### src/rtl/dm_pkg.sv
// Shared types and constants for the data-memory port arbiter.
// Owner encoding, legal byte-enable patterns, DM word-address width.
package dm_pkg;

  localparam int DM_AW = 12;

  typedef enum logic [1:0] {
    OWN_NONE = 2'd0,
    OWN_M0   = 2'd1,
    OWN_M1   = 2'd2
  } owner_t;

  localparam logic [3:0] BE_WORD = 4'b1111;
  localparam logic [3:0] BE_HALF0 = 4'b0011;
  localparam logic [3:0] BE_HALF1 = 4'b1100;
  localparam logic [3:0] BE_BYTE0 = 4'b0001;
  localparam logic [3:0] BE_BYTE1 = 4'b0010;
  localparam logic [3:0] BE_BYTE2 = 4'b0100;
  localparam logic [3:0] BE_BYTE3 = 4'b1000;

endpackage

### src/rtl/dm_port_arbiter_be_check.sv
// Legal byte-enable decoder: word, aligned half or single byte.
// Ports: be (4) in, legal (1) out.
module be_check
  import dm_pkg::*;
(
  input  logic [3:0] be,
  output logic       legal
);

  always_comb begin
    legal = 1'b0;
    case (be)
      BE_WORD,
      BE_HALF0, BE_HALF1,
      BE_BYTE0, BE_BYTE1,
      BE_BYTE2, BE_BYTE3: legal = 1'b1;
      default:            legal = 1'b0;
    endcase
  end

endmodule

### src/rtl/dm_port_arbiter.sv
// Two-port round-robin arbiter with burst lock in front of the data memory.
// Ports: m0/m1 request bundles, per-port gnt/rvalid/rdata/err, dm_* lines.
module dm_port_arbiter
  import dm_pkg::*;
#(
  parameter int MAX_BURST = 4,
  parameter int AW        = DM_AW
) (
  input  logic          clk,
  input  logic          reset,
  input  logic          m0_req,
  input  logic          m0_we,
  input  logic [3:0]    m0_be,
  input  logic [AW-1:0] m0_addr,
  input  logic [31:0]   m0_wdata,
  output logic          m0_gnt,
  output logic          m0_rvalid,
  output logic [31:0]   m0_rdata,
  output logic          m0_err,
  input  logic          m1_req,
  input  logic          m1_we,
  input  logic [3:0]    m1_be,
  input  logic [AW-1:0] m1_addr,
  input  logic [31:0]   m1_wdata,
  output logic          m1_gnt,
  output logic          m1_rvalid,
  output logic [31:0]   m1_rdata,
  output logic          m1_err,
  output logic          dm_wr,
  output logic [3:0]    dm_be,
  output logic [AW-1:0] dm_addr,
  output logic [31:0]   dm_wdata,
  input  logic [31:0]   dm_rdata
);

  localparam logic [3:0] MAXB = 4'(MAX_BURST);

  owner_t     owner, owner_nxt;
  owner_t     last, last_nxt;
  owner_t     gsel;
  logic [3:0] burst_cnt, cnt_nxt;
  logic       own_req, oth_req, keep;
  logic       sel1, we, legal;

  always_ff @(posedge clk or posedge reset) begin
    if (reset) begin
      owner     <= OWN_NONE;
      burst_cnt <= 4'd0;
      last      <= OWN_M1;
    end else begin
      owner     <= owner_nxt;
      burst_cnt <= cnt_nxt;
      last      <= last_nxt;
    end
  end

  always_comb begin
    own_req   = 1'b0;
    oth_req   = 1'b0;
    gsel      = OWN_NONE;
    owner_nxt = owner;
    cnt_nxt   = burst_cnt;
    last_nxt  = last;
    case (owner)
      OWN_M0: begin
        own_req = m0_req;
        oth_req = m1_req;
      end
      OWN_M1: begin
        own_req = m1_req;
        oth_req = m0_req;
      end
      default: ;
    endcase
    // Owner keeps the port until the burst limit, unless nobody else waits.
    keep = (owner != OWN_NONE) && own_req &&
           ((burst_cnt < MAXB) || !oth_req);
    priority case (1'b1)
      reset:             gsel = OWN_NONE;
      keep:              gsel = owner;
      (m0_req & m1_req): gsel = (last == OWN_M0) ? OWN_M1 : OWN_M0;
      m0_req:            gsel = OWN_M0;
      m1_req:            gsel = OWN_M1;
      default:           gsel = OWN_NONE;
    endcase
    if (gsel == OWN_NONE) begin
      owner_nxt = OWN_NONE;
      cnt_nxt   = 4'd0;
    end else if (gsel == owner) begin
      cnt_nxt = (burst_cnt == 4'hF) ? 4'hF : burst_cnt + 4'd1;
    end else begin
      owner_nxt = gsel;
      cnt_nxt   = 4'd1;
      last_nxt  = gsel;
    end
  end

  assign m0_gnt = (gsel == OWN_M0);
  assign m1_gnt = (gsel == OWN_M1);

  assign sel1     = m1_gnt;
  assign dm_addr  = sel1 ? m1_addr  : m0_addr;
  assign dm_be    = sel1 ? m1_be    : m0_be;
  assign dm_wdata = sel1 ? m1_wdata : m0_wdata;
  assign we       = sel1 ? m1_we    : m0_we;

  be_check u_be_check (
    .be    (dm_be),
    .legal (legal)
  );

  assign dm_wr = (m0_gnt | m1_gnt) & we & legal;

  always_ff @(posedge clk or posedge reset) begin
    if (reset) begin
      m0_rvalid <= 1'b0;
      m1_rvalid <= 1'b0;
      m0_err    <= 1'b0;
      m1_err    <= 1'b0;
      m0_rdata  <= 32'd0;
      m1_rdata  <= 32'd0;
    end else begin
      m0_rvalid <= m0_gnt & ~m0_we;
      m1_rvalid <= m1_gnt & ~m1_we;
      m0_err    <= m0_gnt & m0_we & ~legal;
      m1_err    <= m1_gnt & m1_we & ~legal;
      if (m0_gnt & ~m0_we) m0_rdata <= dm_rdata;
      if (m1_gnt & ~m1_we) m1_rdata <= dm_rdata;
    end
  end

endmodule

### config.mk
export PLATFORM = sky130hd
export DESIGN_NAME = dm_port_arbiter
export DESIGN_NICKNAME = d
export VERILOG_FILES = /design/src/rtl/dm_pkg.sv /design/src/rtl/dm_port_arbiter_be_check.sv /design/src/rtl/dm_port_arbiter.sv
export SDC_FILE = /design/constraint.sdc
export NUM_CORES = 1
export LEC_CHECK = 0
export ABC_CLOCK_PERIOD_IN_PS = 8100
export CAP_MARGIN = 20
export CORE_MARGIN = 2
export CORE_UTILIZATION = 39
export CTS_CLUSTER_SIZE = 10
export DETAILED_ROUTE_END_ITERATION = 10
export GPL_ROUTABILITY_DRIVEN = 0
export PLACE_DENSITY = 0.87
export SLEW_MARGIN = 10
export SYNTH_ARGS = -nofsm -noshare
export SYNTH_HDL_FRONTEND = slang
export SYNTH_SLANG_ARGS = --single-unit
### constraint.sdc
create_clock -name clk -period 8.1 [get_ports clk]
set_input_delay 0.81 -clock clk [delete_from_list [all_inputs] [get_ports clk]]
set_output_delay 0.81 -clock clk [all_outputs]
set_load 0.005 [all_outputs]
==> impl_metrics.ini <==
[status]
status = completed

[routing]
drc = 0
vias = 3490
post_drt_wl_per_cell_um = 18.34
antenna_left = 0
via_per_inst = 4.834
wirelength_mm = 13.25
drtIter0Drc = 85
first_pass_iters = 4

[grt]
met2_usage_pct = 46.81
grt_start_max_net_pins = 53
gr-usage-all-layers_pct = 25.29
grt_pass1_vias = 3785
grt_antenna_before_repair = 0
grt_overflow = 0
grtUsageMet1_pct = 27.23
grt_pass1_wl_mm = 19.88
busiest_layer = met2
use_met3_pct = 8.892

[cts]
cts_setup_buffers = 0
clk_latency_ps = 340
htreeDepth = 3
clkSinkCount = 76
cts_tree = done
cts_root_buf = clkbuf_8
path_clk_slew_ps = 70
cts_buffers = 9
cts_buffer_depth = 2
cts_resized = 0
ctsHoldBuffers = 0

[critical_path]
reg2reg_slack_ps = 3750
crit_path_end_kind = primary output
cp-start-kind = primary input
cp_max_fo = 52
crit_path_max_incr_delay_ps = 810
r2r_start = owner[1]
worstPathCellList = clkdlybuf4s50_1 > and4b_1 > a22oi_2 > nand3_1 > a21oi_1 > inv_1 > ha_2 > buf_4 > nand2b_1 > buf_4 > clkinv_1 > nor3_1 > clkdlybuf4s50_1
cp.required_ps = 7290
arrival_ps = 5430
crit_start = m0_req
worstSetupPathType = in -> out
crit_slowest_cell = clkinv_1

[power]
vdd_drop_max_mv = 0.09159
power_density_nw_per_um2 = 208.7
leakage_uw = 0.002821
power_uw = 1377

[finish]
seq_area_sq_um = 1903
postLayoutCellArea_sq_um = 6601
n_antenna_cell = 0
instances_no_fill = 722
multiInputGateArea_sq_um = 1719
drive_above_1_share_pct = 18.72
fin_util_pct = 71.11
nets = 729
fillers = 711
syn_to_final_growth_pct = 76.22

[place]
post-place-cells = 706
dpl.hpwl_mm = 10.51
portBuffers = 252
place_area_sq_um = 6370

[job]
maxCapViolations = 0

[logic_synthesis]
synth-edff-count = 0
synth_nets = 481
yosys.area.top_type = dfrtp_1
synth_warnings = 0
netlist_area_sq_um = 3746
seq_area_frac_synth_pct = 50.80
ys_seq_elements = 76
synth.area.top_cells = dfrtp_1 50%, mux2_2 23%, nand2_1 9.9%
synth-async-reset-ratio_pct = 100.0
syn_inst = 340
yosys_most_used_dff = dfrtp_1
synth_cell_types = 37
synth_common_cells = 99 x nand2_1, 77 x mux2_2, 75 x dfrtp_1
synth_most_common_cell = nand2_1
syn_avg_cell_area_sq_um = 11.02
yosysTopAreaCellShare_pct = 50.10

[timing]
period_needed_ps = 6238
rsz0062_at_grt = false
fmax_ghz = 0.1603
worst_slew_pin_slew_ps = 950.3
setup_viol = 0
drv_slew = 0
fin_tns_setup_ps = 0
finalHoldViolCount = 0
min_period_over_period_pct = 77.01
finClkSkew_ps = 12.67
slew-limit-headroom_pct = 36.51

[die]
core_sq_um = 9284
die_h_um = 102.0
die_w_um = 102.0
rows = 35
pin_count = 253
start_util_pct = 40.35
die-area_sq_um = 10410

[hold_path]
hp-class = reg -> reg
hold_start = m1_rdata[20]
-- cells by family after synthesis --
family          Yosys count  synth area share (%)
simple gates            126                 14.33
mux                      80                 24.22
flops                    76                 50.80
buf+inv                  29                 3.574
compound gates           22                 4.743
fa+ha+maj                 7                 2.338
-- stage by stage --
step	setup WS [ps]	hold WS, ps
2_1_floorplan	4265	469.7
3_3_place_gp	2151	457.1
3_5_place_dp	1904	462.1
4_1_cts	1879	482.2
5_1_grt	1498	503.2
6_report	1862	480.6
-- worst max-delay path: cells and delay by family --
kind,cells,cell delay [ps]
buffers and inverters,6,2650
and+or+nand+nor,4,1130
AOI/OAI and AO/OA,2,600
adders and majority gates,1,190
-- layout make-up --
type	count	share of cell area, %
multi-input cells	235	26.04
repair buffers	255	38.55
clock inverters	6	1.422
inverters	11	0.6255
flip-flops and latches	76	28.83
well taps	129	2.445
clock buffers	10	2.085
-- path summary, 6_finish.rpt --
path	end	cells past startpoint
max reg2reg	m1_rdata[24]	14
min	m1_rdata[20]	2
min in group asynchronous	m0_rdata[0]	2
min reg2reg	m1_rdata[20]	2
max in group asynchronous	m0_rdata[20]	3
max	dm_wr	13
-- flip-flops by register name, summed over array words and instances (netlist names) --
name,count
m0_rdata,32
m0_rvalid,1
last,2
m0_err,1
m1_err,1
m1_rdata,32
owner,2
burst_cnt,4
m1_rvalid,1
-- power by group --
group | total [uW] | switching (uW) | internal (uW)
clock | 329 | 144 | 185
sequential | 543 | 60.5 | 482
combinational | 506 | 166 | 340
-- cell usage in the layout (no fill, tap or decap), types with 2 or more instances in the layout --
cell type / n
clkdlybuf4s50_1: 252
and3_1: 2
nand3_1: 4
dfrtp_1: 75
and4b_1: 3
inv_1: 9
inv_6: 2
mux2_2: 77
bufinv_16: 2
nand2_1: 99
a211oi_2: 2
ha_1: 6
mux2_4: 2
nor2_1: 7
or2_1: 2
a31oi_1: 2
clkbuf_8: 10
buf_4: 3
nor3_1: 2
o22ai_1: 3
o21ai_0: 2
a21oi_1: 4
nor2b_1: 2
-- routing by layer --
metal,wire length (um),vias to the layer above
met4,266,0
li1,-,1643
met2,6892,170
met3,1232,23
met1,4853,1654
met5,0,-
Power figures use the tool's default switching activity.
==> patch 1 (config.mk and constraints unchanged) <==
The output `m1_err` loses its register stage (`m1_err` becomes a continuous assignment).
--- a/src/rtl/dm_port_arbiter.sv
+++ b/src/rtl/dm_port_arbiter.sv
@@ -116,18 +116,18 @@
       m0_rvalid <= 1'b0;
       m1_rvalid <= 1'b0;
       m0_err    <= 1'b0;
-      m1_err    <= 1'b0;
       m0_rdata  <= 32'd0;
       m1_rdata  <= 32'd0;
     end else begin
       m0_rvalid <= m0_gnt & ~m0_we;
       m1_rvalid <= m1_gnt & ~m1_we;
       m0_err    <= m0_gnt & m0_we & ~legal;
-      m1_err    <= m1_gnt & m1_we & ~legal;
       if (m0_gnt & ~m0_we) m0_rdata <= dm_rdata;
       if (m1_gnt & ~m1_we) m1_rdata <= dm_rdata;
     end
   end
 
+  assign m1_err = m1_gnt & m1_we & ~legal;
+
 endmodule
 
Function: changed (Yosys sat finds a counterexample within 4 cycles, from zero or initial values and one cycle with reset high).
==> patch 1 against the unedited design <==
- clock skew fell by 0.00073 ns
- total power fell by 2.0%
- design area fell by 0.57%
- synthesized cell count fell by 0.29%
- combinational power barely moved
- setup slack improved by 0.35 ns
- worst hold slack got worse by 0.0067 ns
- synthesized area fell by 0.67%
- routed wire length fell by 2.0%
- sequential cell count fell by 1
- critical endpoint unchanged
- largest power group unchanged
==> patch 1: results (changes against the unedited design) <==
metric;value;unit;change
status;complete, no violations;;
CP Buf/Inv Count;5;;-1
synth top area cells;dfrtp_1 50%, mux2_2 23%, nand2_1 10%;;
worst-path maximum fanout;34;;-35%
largest registers;m0_rdata: 32 flops, m1_rdata: 32 flops, burst_cnt: 4 flops;;
Async S/R FF share, synth;100;%;unchanged
largest net degree at the start of global routing;47;;-11%
YS warnings;0;;unchanged
Layout Skew;0.0119;ns;-0.000726 ns
Post-synth EDFFs;0;;unchanged
post-layout net count;728;;-0.14%
dpl hpwl;10400;um;-1.5%
worst vdd ir;0.103;mV;+12%
crit path DAT;5.08;ns;-0.35 ns
worst-margin pin slew;0.947;ns;-0.00279 ns
post-synthesis sequential area ratio;50.5;%;-0.33 points
# port buffers;252;;unchanged
clk root buf;clkbuf_8;;
global-route wire length before repair;19700;um;-0.79%
global-route usage over all layers;25.4;%;+0.11 points
vias in the first global route;3716;;-1.8%
Initial DRC Count;115;;+35%
antenna violations before repair;1;;+1
Static Leak;2.80;nW;-0.87%
CTS H-tree depth;3;;unchanged
Vias per Instance;4.79;;-0.89%
Filler Cell Count;667;;-6.2%
Critical Path Max Stage Delay;0.73;ns;-0.08 ns
share of cells above drive strength 1;18.6;%;-0.14 points
WL/cell;18.0;um;-2.0%
Post-Syn Nets;480;;-0.21%
Clock Latency Late Sink;0.33;ns;
TritonRoute pass-1 iters;4;;unchanged
CTS-repair resized insts;0;;unchanged
Post-synth top cells;99 x nand2_1, 77 x mux2_2, 74 x dfrtp_1, 10 x inv_1;;
deepest clock path buffer count;2;;unchanged
==> patch 1: path summary, 6_finish.rpt <==
kind,to,start,slack [ns],cells after the start
worst min register to register,m1_rdata[29]$_DFFE_PP0P_,m1_rdata[29]$_DFFE_PP0P_,0.47,2
min in group asynchronous,m1_rdata[8]$_DFFE_PP0P_,reset,1.17,2
worst max register to register,m1_rdata[4]$_DFFE_PP0P_,owner[0]$_DFFE_PP0P_,4.08,13
worst max-delay path,dm_wr,m0_req,2.21,12
max in group asynchronous,m0_rdata[25]$_DFFE_PP0P_,reset,5.92,3
worst min-delay path,m1_rdata[29]$_DFFE_PP0P_,m1_rdata[29]$_DFFE_PP0P_,0.47,2
==> patch 1: report_power, final <==
part	internal, mW	switching [mW]
registers	0.477	0.0582
clock network	0.174	0.137
logic	0.340	0.164
total	0.991	0.359
==> patch 1: final cells by class <==
class	count	area [sq um]	share of cell area (%)
Sequential cell	75	1880	28.6
Clock inverter	6	88.8	1.35
Inverter	11	41.3	0.629
Timing Repair Buffer	255	2540	38.8
Clock buffer	10	128	1.94
Antenna cell	1	2.50	0.0381
Multi-Input combinational cell	235	1720	26.2
Tap cell	129	161	2.46
==> patch 1: through the flow <==
stage | instance area (sq um) | utilization [%] | cells | setup slack (ns) | hold slack, ns
after floorplan | 3720 | - | 339 | 4.27 | 0.470
after global placement | 6340 | 68.7 | 705 | 2.37 | 0.458
final | 6560 | 71.0 | 722 | 2.21 | 0.474
after global routing | 6560 | 71.0 | 722 | 1.81 | 0.508
after CTS | 6560 | 71.0 | 721 | 2.17 | 0.480
after detailed placement | 6340 | 68.7 | 705 | 2.20 | 0.461
==> patch 1: cells by family (layout without fill, tap and decap cells) <==
logic type / after synthesis / after routing / synth area share (%)
muxes: 80 / 80 / 24.4
and+or+nand+nor: 126 / 126 / 14.4
AOI/OAI and AO/OA: 22 / 22 / 4.77
other: 0 / 1 / 0
DFF: 75 / 75 / 50.5
buffers and inverters: 29 / 282 / 3.60
adders and majority gates: 7 / 7 / 2.35
==> patch 1: metal layers <==
| layer | part of all wire [%] | global-route usage [%] |
|---|---|---|
| met3 | 9.3 | 9.32 |
| met1 | 36 | 27.0 |
| met5 | 0 | 0 |
| met4 | 3.3 | 10.9 |
| met2 | 52 | 45.1 |
==> patch 1: worst reg2reg max path: cells and delay by family, from the launching register on <==
family	cells	cell delay, ns
AO/OA/AOI/OAI	2	0.58
adder cells (fa/ha/maj)	2	0.70
buffers and inverters	4	1.26
flip-flops	1	0.44
AND/OR/NAND/NOR	5	0.93
==> patch 2 (same settings) <==
Made on the original files. Change the package constant `DM_AW` from 12 to 11.
--- a/src/rtl/dm_pkg.sv
+++ b/src/rtl/dm_pkg.sv
@@ -2,7 +2,7 @@
 // Owner encoding, legal byte-enable patterns, DM word-address width.
 package dm_pkg;
 
-  localparam int DM_AW = 12;
+  localparam int DM_AW = 11;
 
   typedef enum logic [1:0] {
     OWN_NONE = 2'd0,
Ports: changed (resized dm_addr, m0_addr and m1_addr); port bits go from 253 to 250. No check against the original RTL was run, so the function may have changed too.
==> patch 2 against the unedited design <==
- die area shrank 0.76%
- clock skew is essentially flat
- sequential cell count is the same
- synthesized area shrank 0.80%
- combinational power is essentially flat
- setup slack gained 0.71 ns
- total power shrank 2.0%
- synthesized cell count shrank 0.59%
- cell count shrank 0.83%
- routed wire length grew 1.9%
- worst hold slack lost 0.0026 ns
- design area shrank 1.0%
- critical path depth shrank 2
- largest power group unchanged
==> patch 2: results (changes against the unedited design) <==
metric;value;unit;change
status;complete, no violations;;
Layout Skew;0.0127;ns;+0.0000172 ns
vias in the first global route;3730;;-1.5%
wire length on met1;4960;um;+2.3%
met2 usage;47.5;%;+0.66 points
area share of fa/ha/maj cells after synthesis;2.36;%;+0.019 points
DP Worst Slack;2.14;ns;+0.240 ns
dpl hpwl;10600;um;+1.2%
share of cells above drive strength 1;18.2;%;-0.49 points
worst-path maximum fanout;34;;-35%
WL/cell;18.9;um;+2.8%
# port buffers;249;;-1.2%
Filler Cell Count;666;;-6.3%
DP Area;6310;sq um;-0.92%
count of different cell masters after synthesis;36;;-2.7%
met1 Use GR;28.1;%;+0.83 points
Inst Count DP;701;;-0.71%
global-route wire length before repair;20100;um;+1.0%
worst setup margin;2.57;ns;+0.712 ns
Post-synth top cells;99 x nand2_1, 78 x mux2_2, 75 x dfrtp_1, 10 x inv_1, 8 x clkbuf_1;;
FF-to-FF End;m1_rdata[27]$_DFFE_PP0P_;;
r2r setup slk;4.35;ns;+0.60 ns
synth top area cells;dfrtp_1 51%, mux2_2 24%, nand2_1 10%;;
post-synthesis mux area share;23.9;%;-0.31 points
post-layout net count;723;;-0.82%
post-synthesis sequential area ratio;51.2;%;+0.41 points
Initial DRC Count;106;;+25%
crit path DAT;4.72;ns;-0.71 ns
Synth Area in Compound Gates;4.78;%;+0.038 points
Static Leak;2.79;nW;-1.0%
Vias per Instance;4.93;;+2.1%
Worst R2R Path Depth;12;;-2
TritonRoute pass-1 iters;5;;+1
## patch 2: cell count changes after synthesis, sizes merged
| cell | delta |
|---|---|
| buf | -1 |
| mux2 | -1 |
## patch 2: cell type report
type | count | area [sq um] | area share [%]
clock buffer | 9 | 124 | 1.90
clock inverter | 5 | 78.8 | 1.21
inverter | 11 | 41.3 | 0.632
multi-input combinational | 234 | 1700 | 26.0
sequential | 76 | 1900 | 29.1
tap | 129 | 161 | 2.47
timing repair buffer | 252 | 2530 | 38.7
## patch 2: how the worst min path moves through the flow
stage | from | to | slack [ns] | cells past startpoint
after global placement | m1_rdata[23]$_DFFE_PP0P_ | m1_rdata[23]$_DFFE_PP0P_ | 0.46 | 2
after CTS | m1_rdata[28]$_DFFE_PP0P_ | m1_rdata[28]$_DFFE_PP0P_ | 0.48 | 2
after detailed placement | m1_rdata[28]$_DFFE_PP0P_ | m1_rdata[28]$_DFFE_PP0P_ | 0.46 | 2
after global routing | m1_rdata[23]$_DFFE_PP0P_ | m1_rdata[23]$_DFFE_PP0P_ | 0.51 | 2
final | m1_rdata[28]$_DFFE_PP0P_ | m1_rdata[28]$_DFFE_PP0P_ | 0.48 | 2
after floorplan | m1_rdata[0]$_DFFE_PP0P_ | m1_rdata[0]$_DFFE_PP0P_ | 0.47 | 2
## patch 2: report_power, final
part	switching, mW	internal, mW	total, mW
logic	0.168	0.338	0.506
clock network	0.133	0.170	0.303
registers	0.0578	0.482	0.540
## patch 2: worst max-delay path: cells and delay by family
kind / cells / cell delay [ns]
and+or+nand+nor: 4 / 1.05
buffers and inverters: 4 / 1.97
AOI/OAI and AO/OA: 2 / 0.58
adders and majority gates: 1 / 0.30
## patch 2: cell families after synthesis
group,after synthesis
DFF,76
adders and majority gates,7
buffers and inverters,28
and+or+nand+nor,126
muxes,79
AOI/OAI and AO/OA,22
